==> src/rtl/alu_sequencer_if.sv <==
// rtl/alu_sequencer_if.sv - program/run/ALU handshake bundle for alu_sequencer
interface alu_sequencer_if #(
    parameter int AW = 4
);
    logic          prog_we;
    logic [AW-1:0] prog_addr;
    logic [6:0]    prog_wdata;
    logic [AW:0]   prog_len;
    logic          start;
    logic [7:0]    alu_result;
    logic [3:0]    Data;
    logic [2:0]    Function;
    logic          busy;
    logic          done;
    logic [7:0]    result;
    logic [AW:0]   step_count;
`ifdef ALU_SEQUENCER_SINGLE_STEP_EN
    logic          step;

    modport master (
        output prog_we, prog_addr, prog_wdata, prog_len, start, alu_result, step,
        input  Data, Function, busy, done, result, step_count
    );
    modport slave (
        input  prog_we, prog_addr, prog_wdata, prog_len, start, alu_result, step,
        output Data, Function, busy, done, result, step_count
    );
`else
    modport master (
        output prog_we, prog_addr, prog_wdata, prog_len, start, alu_result,
        input  Data, Function, busy, done, result, step_count
    );
    modport slave (
        input  prog_we, prog_addr, prog_wdata, prog_len, start, alu_result,
        output Data, Function, busy, done, result, step_count
    );
`endif
endinterface

==> src/rtl/alu_sequencer.sv <==
// rtl/alu_sequencer.sv - replays a {Function,Data} program into the ALU accumulator (option: ALU_SEQUENCER_SINGLE_STEP_EN)
module alu_sequencer #(
    parameter int DEPTH = 16,
    parameter int AW    = 4
) (
    input  logic           Clock,
    input  logic           Reset_b,
    alu_sequencer_if.slave bus
);
    typedef enum logic [1:0] {S_IDLE, S_ISSUE, S_GAP, S_DONE} state_t;

    localparam logic [AW:0] DEPTH_W   = (AW + 1)'(DEPTH);
    localparam logic [AW:0] ONE_W     = (AW + 1)'(1);
    localparam logic [6:0]  HOLD_WORD = 7'b111_0000;

    state_t      state_q, state_d;
    logic [AW:0] pc_q, pc_d;
    logic [AW:0] len_q, len_d;
    logic [AW:0] step_count_q, step_count_d;
    logic [7:0]  result_q, result_d;
    logic [6:0]  mem_q [DEPTH];
    logic [6:0]  mem_d [DEPTH];

    logic [AW:0] pc_inc;
    logic [AW:0] len_clamped;
    logic [6:0]  word;
    logic        busy_w;
    logic        done_w;
    logic [2:0]  func_w;
    logic [3:0]  data_w;

    assign busy_w = (state_q == S_ISSUE) || (state_q == S_GAP);

    always_comb begin
        state_d      = state_q;
        pc_d         = pc_q;
        len_d        = len_q;
        step_count_d = step_count_q;
        result_d     = result_q;
        mem_d        = mem_q;
        done_w       = 1'b0;
        func_w       = 3'b111;
        data_w       = 4'h0;
        pc_inc       = pc_q + ONE_W;
        len_clamped  = (bus.prog_len > DEPTH_W) ? DEPTH_W : bus.prog_len;
        // pc stays below len (<= DEPTH) while in ISSUE, so the low AW bits address the word
        word         = mem_q[pc_q[AW-1:0]];

        if (bus.prog_we && !busy_w) begin
            mem_d[bus.prog_addr] = bus.prog_wdata;
        end

        case (state_q)
            S_IDLE: begin
                if (bus.start) begin
                    len_d        = len_clamped;
                    pc_d         = '0;
                    step_count_d = '0;
                    if (len_clamped == '0) begin
                        state_d = S_DONE;
                    end else begin
`ifdef ALU_SEQUENCER_SINGLE_STEP_EN
                        state_d = S_GAP;
`else
                        state_d = S_ISSUE;
`endif
                    end
                end
            end
            S_ISSUE: begin
                func_w       = word[6:4];
                data_w       = word[3:0];
                result_d     = bus.alu_result;
                step_count_d = step_count_q + ONE_W;
                pc_d         = pc_inc;
                state_d      = (pc_inc == len_q) ? S_DONE : S_GAP;
            end
            S_GAP: begin
`ifdef ALU_SEQUENCER_SINGLE_STEP_EN
                if (bus.step) begin
                    state_d = S_ISSUE;
                end
`else
                state_d = S_ISSUE;
`endif
            end
            S_DONE: begin
                done_w  = 1'b1;
                state_d = S_IDLE;
            end
            default: state_d = S_IDLE;
        endcase
    end

    always_ff @(posedge Clock or negedge Reset_b) begin
        if (!Reset_b) begin
            state_q      <= S_IDLE;
            pc_q         <= '0;
            len_q        <= '0;
            step_count_q <= '0;
            result_q     <= 8'h00;
            for (int i = 0; i < DEPTH; i++) begin
                mem_q[i] <= HOLD_WORD;
            end
        end else begin
            state_q      <= state_d;
            pc_q         <= pc_d;
            len_q        <= len_d;
            step_count_q <= step_count_d;
            result_q     <= result_d;
            mem_q        <= mem_d;
        end
    end

    assign bus.Function   = func_w;
    assign bus.Data       = data_w;
    assign bus.busy       = busy_w;
    assign bus.done       = done_w;
    assign bus.result     = result_q;
    assign bus.step_count = step_count_q;
endmodule

==> src/flat_wrapper.sv <==
// flat-port wrapper written by rule: the top's interface ports become plain ports
module alu_sequencer_flat 
#(
    parameter int DEPTH = 16,
    parameter int AW    = 4
)
  (Clock, Reset_b, bus_prog_we, bus_prog_addr, bus_prog_wdata, bus_prog_len, bus_start, bus_alu_result, bus_Data, bus_Function, bus_busy, bus_done, bus_result, bus_step_count);
  alu_sequencer_if #(.AW(AW)) bus_i ();
  input  logic Clock;
  input  logic Reset_b;
  input wire logic [$bits(bus_i.prog_we)-1:0] bus_prog_we;
  input wire logic [$bits(bus_i.prog_addr)-1:0] bus_prog_addr;
  input wire logic [$bits(bus_i.prog_wdata)-1:0] bus_prog_wdata;
  input wire logic [$bits(bus_i.prog_len)-1:0] bus_prog_len;
  input wire logic [$bits(bus_i.start)-1:0] bus_start;
  input wire logic [$bits(bus_i.alu_result)-1:0] bus_alu_result;
  output wire logic [$bits(bus_i.Data)-1:0] bus_Data;
  output wire logic [$bits(bus_i.Function)-1:0] bus_Function;
  output wire logic [$bits(bus_i.busy)-1:0] bus_busy;
  output wire logic [$bits(bus_i.done)-1:0] bus_done;
  output wire logic [$bits(bus_i.result)-1:0] bus_result;
  output wire logic [$bits(bus_i.step_count)-1:0] bus_step_count;
  assign bus_i.prog_we = bus_prog_we;
  assign bus_i.prog_addr = bus_prog_addr;
  assign bus_i.prog_wdata = bus_prog_wdata;
  assign bus_i.prog_len = bus_prog_len;
  assign bus_i.start = bus_start;
  assign bus_i.alu_result = bus_alu_result;
  assign bus_Data = bus_i.Data;
  assign bus_Function = bus_i.Function;
  assign bus_busy = bus_i.busy;
  assign bus_done = bus_i.done;
  assign bus_result = bus_i.result;
  assign bus_step_count = bus_i.step_count;
  alu_sequencer #(.DEPTH(DEPTH), .AW(AW)) u_core (.Clock(Clock), .Reset_b(Reset_b), .bus(bus_i));
endmodule
==> config.mk <==
export PLATFORM = sky130hd
export DESIGN_NAME = alu_sequencer_flat
export DESIGN_NICKNAME = d
export VERILOG_FILES = /design/src/rtl/alu_sequencer_if.sv /design/src/rtl/alu_sequencer.sv /design/src/flat_wrapper.sv
export SDC_FILE = /design/constraint.sdc
export NUM_CORES = 1
export LEC_CHECK = 0
export ABC_AREA = 1
export BUFFER_PORTS_ARGS = -buffer_cell sky130_fd_sc_hd__buf_2
export CAP_MARGIN = 40
export CORE_MARGIN = 2
export CORE_UTILIZATION = 40
export CTS_BUF_LIST = sky130_fd_sc_hd__clkbuf_4 sky130_fd_sc_hd__clkbuf_8
export DETAILED_ROUTE_END_ITERATION = 7
export PLACE_DENSITY_LB_ADDON = 0.08
export SLEW_MARGIN = 5
export SYNTH_ARGS = -nofsm -noshare
export SYNTH_HDL_FRONTEND = slang
export SYNTH_SLANG_ARGS = --single-unit
export TNS_END_PERCENT = 1
==> constraint.sdc <==
create_clock -name Clock -period 1.68 [get_ports Clock]
set_input_delay 0.168 -clock Clock [delete_from_list [all_inputs] [get_ports Clock]]
set_output_delay 0.168 -clock Clock [all_outputs]
set_load 0.02 [all_outputs]
==> impl_metrics.env <==
export IMPL_start_kind="flop"
export IMPL_diodes=0
export IMPL_period_share=1.32
export IMPL_cp_startpoint="u_core.pc_q[0]"
export IMPL_crit_type="flop to output pin"
export IMPL_hold_ws_ns=0.115
export IMPL_yosysSeqAreaShare=0.541
export IMPL_rsz0062_at_grt="true"
export IMPL_vias=5689
export IMPL_cp_required_ns=1.51
export IMPL_nFillCells=1516
export IMPL_grt_pass1_vias=5655
export IMPL_clkPwrFrac=0.186
export IMPL_clock_sinks=137
export IMPL_routed_wl_mm=18.3
export IMPL_final_area_um2=8120
export IMPL_p_int_mw=9.47
export IMPL_die_y_um=131
export IMPL_cp_endpoint="bus_Data[2]"
export IMPL_rr_worst_depth=8
export IMPL_status="finished, violations left"
export IMPL_final_hold_violation_count=0
export IMPL_cellLeakagePower_nw=3.68
export IMPL_worstPathMaxFanout=18
export IMPL_post_cts_buffers=0
export IMPL_finalWeightedCongestion=0.833
export IMPL_violations="negative setup slack"
export IMPL_regToRegStartpoint="u_core.state_q[1]"
export IMPL_cts_buffers=17
export IMPL_drive_above_1_share=0.285
export IMPL_place_area_um2=7310
export IMPL_std_cell_rows=46
export IMPL_post_drt_wl_per_cell_um=16.7
export IMPL_dpl_cell_count=1052
export IMPL_r2r_end="u_core.mem_q[98]"
export IMPL_ff2ff_setup_slack_ns=-0.14
export IMPL_worstPathArrival_ns=2.06
export IMPL_overflow=0
export IMPL_io_buffers=49
export IMPL_grtUsageTotal=0.228
export IMPL_start_util=0.407
export IMPL_grt_max_degree=39
export IMPL_vias_per_cell=5.17
export IMPL_final_antenna_net_count=0
export IMPL_setup_viol=42
export IMPL_hpwlAfterDp_mm=12.6
export IMPL_end_kind="output pin"
export IMPL_dr_pass1_iters=5
export IMPL_maxCapViolCount=0
export IMPL_power_switching_share=0.387
export IMPL_p_sw_mw=5.98
export IMPL_worstMarginPinSlew_ns=0.676
export IMPL_dr_first_iter_drc_count=484
export IMPL_die_area_um2=17100
export IMPL_antenna_found_initial=0
export IMPL_io_pins=50
export IMPL_p_seq_frac=0.404
export IMPL_cts_root_buf="clkbuf_8"
export IMPL_htreeDepth=4
export IMPL_syn2layout_area_growth_pct=25.9
export IMPL_clock_path_buffers=2
export IMPL_hp_class="input port to flop"
export IMPL_layout_common_cells="187 x nand2_1, 107 x o21ai_0, 86 x dfrtp_1"
export IMPL_finalPower_mw=15.4
export IMPL_synth_area_per_cell_um2=8.34
export IMPL_route_detailed_drc=0
export IMPL_clk_pin_slew_ns=0.08
export IMPL_synth_area_um2=6440
export IMPL_drv_slew=0
export IMPL_stdcell_count=1100
export IMPL_synth_cells=773
export IMPL_multi_input_area_um2=2700
export IMPL_synth_nets=806
export IMPL_clk_latency_ns=0.45
export IMPL_core_area_um2=15800
export IMPL_final_seq_area_um2=3490
export IMPL_chipWidth_um=131
export IMPL_slew_headroom=0.549
export IMPL_cellPowerDensity_nw_per_um2=1900
export IMPL_vdd_drop_max_mv=0.630
export IMPL_ys_warn_count=0
export IMPL_yosysUniqueCellTypes=29
export IMPL_max_freq_mhz=449
export IMPL_finalCriticalPeriod_ns=2.23
export IMPL_grt_pass1_wl_mm=29.6
export IMPL_final_common_cell="nand2_1"
export IMPL_finish_net_count=904
export IMPL_setup_ws_ns=-0.545
export IMPL_ys_seq_elements=137
export IMPL_comb_power_share=0.410
export IMPL_cts_tree="done"
export IMPL_skew_ns=0.00678
-- area by class of cell --
class                   count  area share
repair buffers            125       0.130
multi-input cells         543       0.333
clock inverters            12      0.0182
inverters                  47      0.0224
clock buffers              20      0.0331
flip-flops and latches    137       0.430
well taps                 216      0.0333
-- cell families (layout without fill, tap and decap cells) --
logic type | count (synthesis) | in the layout | share of synthesized area
AND/OR/NAND/NOR | 330 | 330 | 0.207
adder cells (fa/ha/maj) | 5 | 5 | 0.00971
AO/OA/AOI/OAI | 208 | 208 | 0.175
buffers and inverters | 93 | 204 | 0.0666
flip-flops | 137 | 137 | 0.541
-- critical path, cell delays in order (launching register included) --
cell and delay [ns]:
dfrtp_2 0.49, inv_4 0.13, buf_12 0.15, nor2_1 0.05, o211ai_1 0.27, nand3_1 0.15
a21oi_2 0.19, buf_4 0.16
-- worst min-delay path by stage --
stage	end	slack, ns	cells past startpoint	from
2_1_floorplan	u_core.bus.result[0]	-0.13	0	Reset_b
3_3_place_gp	u_core.len_q[4]	0.11	1	Reset_b
3_5_place_dp	u_core.len_q[0]	0.11	1	Reset_b
4_1_cts	u_core.state_q[1]	0.07	4	bus_start
5_1_grt	u_core.state_q[1]	0.10	4	bus_start
6_report	u_core.state_q[1]	0.12	4	bus_start
-- sequential cells by signal (all words and copies together) (netlist names) --
name,cells
u_core.state_q,2
u_core.mem_q,112
u_core.bus.result,8
u_core.pc_q,5
u_core.bus.step_count,5
u_core.len_q,5
-- timing repair --
action                                 CTS  global route
gates resized for setup                 60            40
pin swaps                               10             8
endpoints found under the hold margin  102             0
gates cloned                             1             1
hold buffers                            14             0
setup endpoints to repair              121           119
-- per-layer routing --
layer	share of wire	vias up	track usage	wire length, um
met2	0.47	165	0.372	8600
met5	0	-	0	0
li1	-	2753	-	-
met4	0.016	0	0.0657	292
met3	0.053	23	0.0460	979
met1	0.46	2748	0.310	8470
-- power by group through the flow --
stage	logic [mW]	clock network [mW]	registers, mW
4_1_cts	6.15	2.94	6.22
5_1_grt	7.16	3.09	6.42
2_1_floorplan	3.65	0	6.07
6_report	6.34	2.87	6.24
3_5_place_dp	5.80	0	6.22
3_3_place_gp	5.72	0	6.19
-- cells in the mapped netlist --
cell type	count	area (um2)
clkbuf_1	22	82.6
o21ai_0	149	746
nand4_1	8	50.1
and3_1	1	6.26
inv_1	42	158
a21oi_1	18	90.1
buf_1	1	3.75
nand3_2	1	10.0
inv_2	4	15.0
o211ai_1	15	113
o21ai_2	7	61.3
nor3_2	3	30.0
dfrtp_1	89	2230
o21ai_1	6	30.0
nand3_1	31	155
ha_1	5	62.6
buf_6	7	78.8
buf_2	13	65.1
buf_4	3	22.5
dfstp_2	48	1260
nor3_1	4	20.0
a32o_1	1	10.0
nor3b_1	1	7.51
o22ai_1	11	68.8
nand2_1	200	751
nand2_2	1	6.26
clkinv_1	1	3.75
nor2_1	80	300
o221ai_1	1	8.76
-- stage by stage --
step                      setup slack (ns)  TNS [ns]  utilization
final                               -0.545     -5.90        0.513
after global routing                -0.637    -14.72        0.513
after CTS                           -0.503     -6.61        0.507
after floorplan                    0.00840         0            -
after detailed placement            -0.208    -11.11        0.462
after global placement              -0.191     -9.56        0.462
Power figures use the tool's default switching activity.
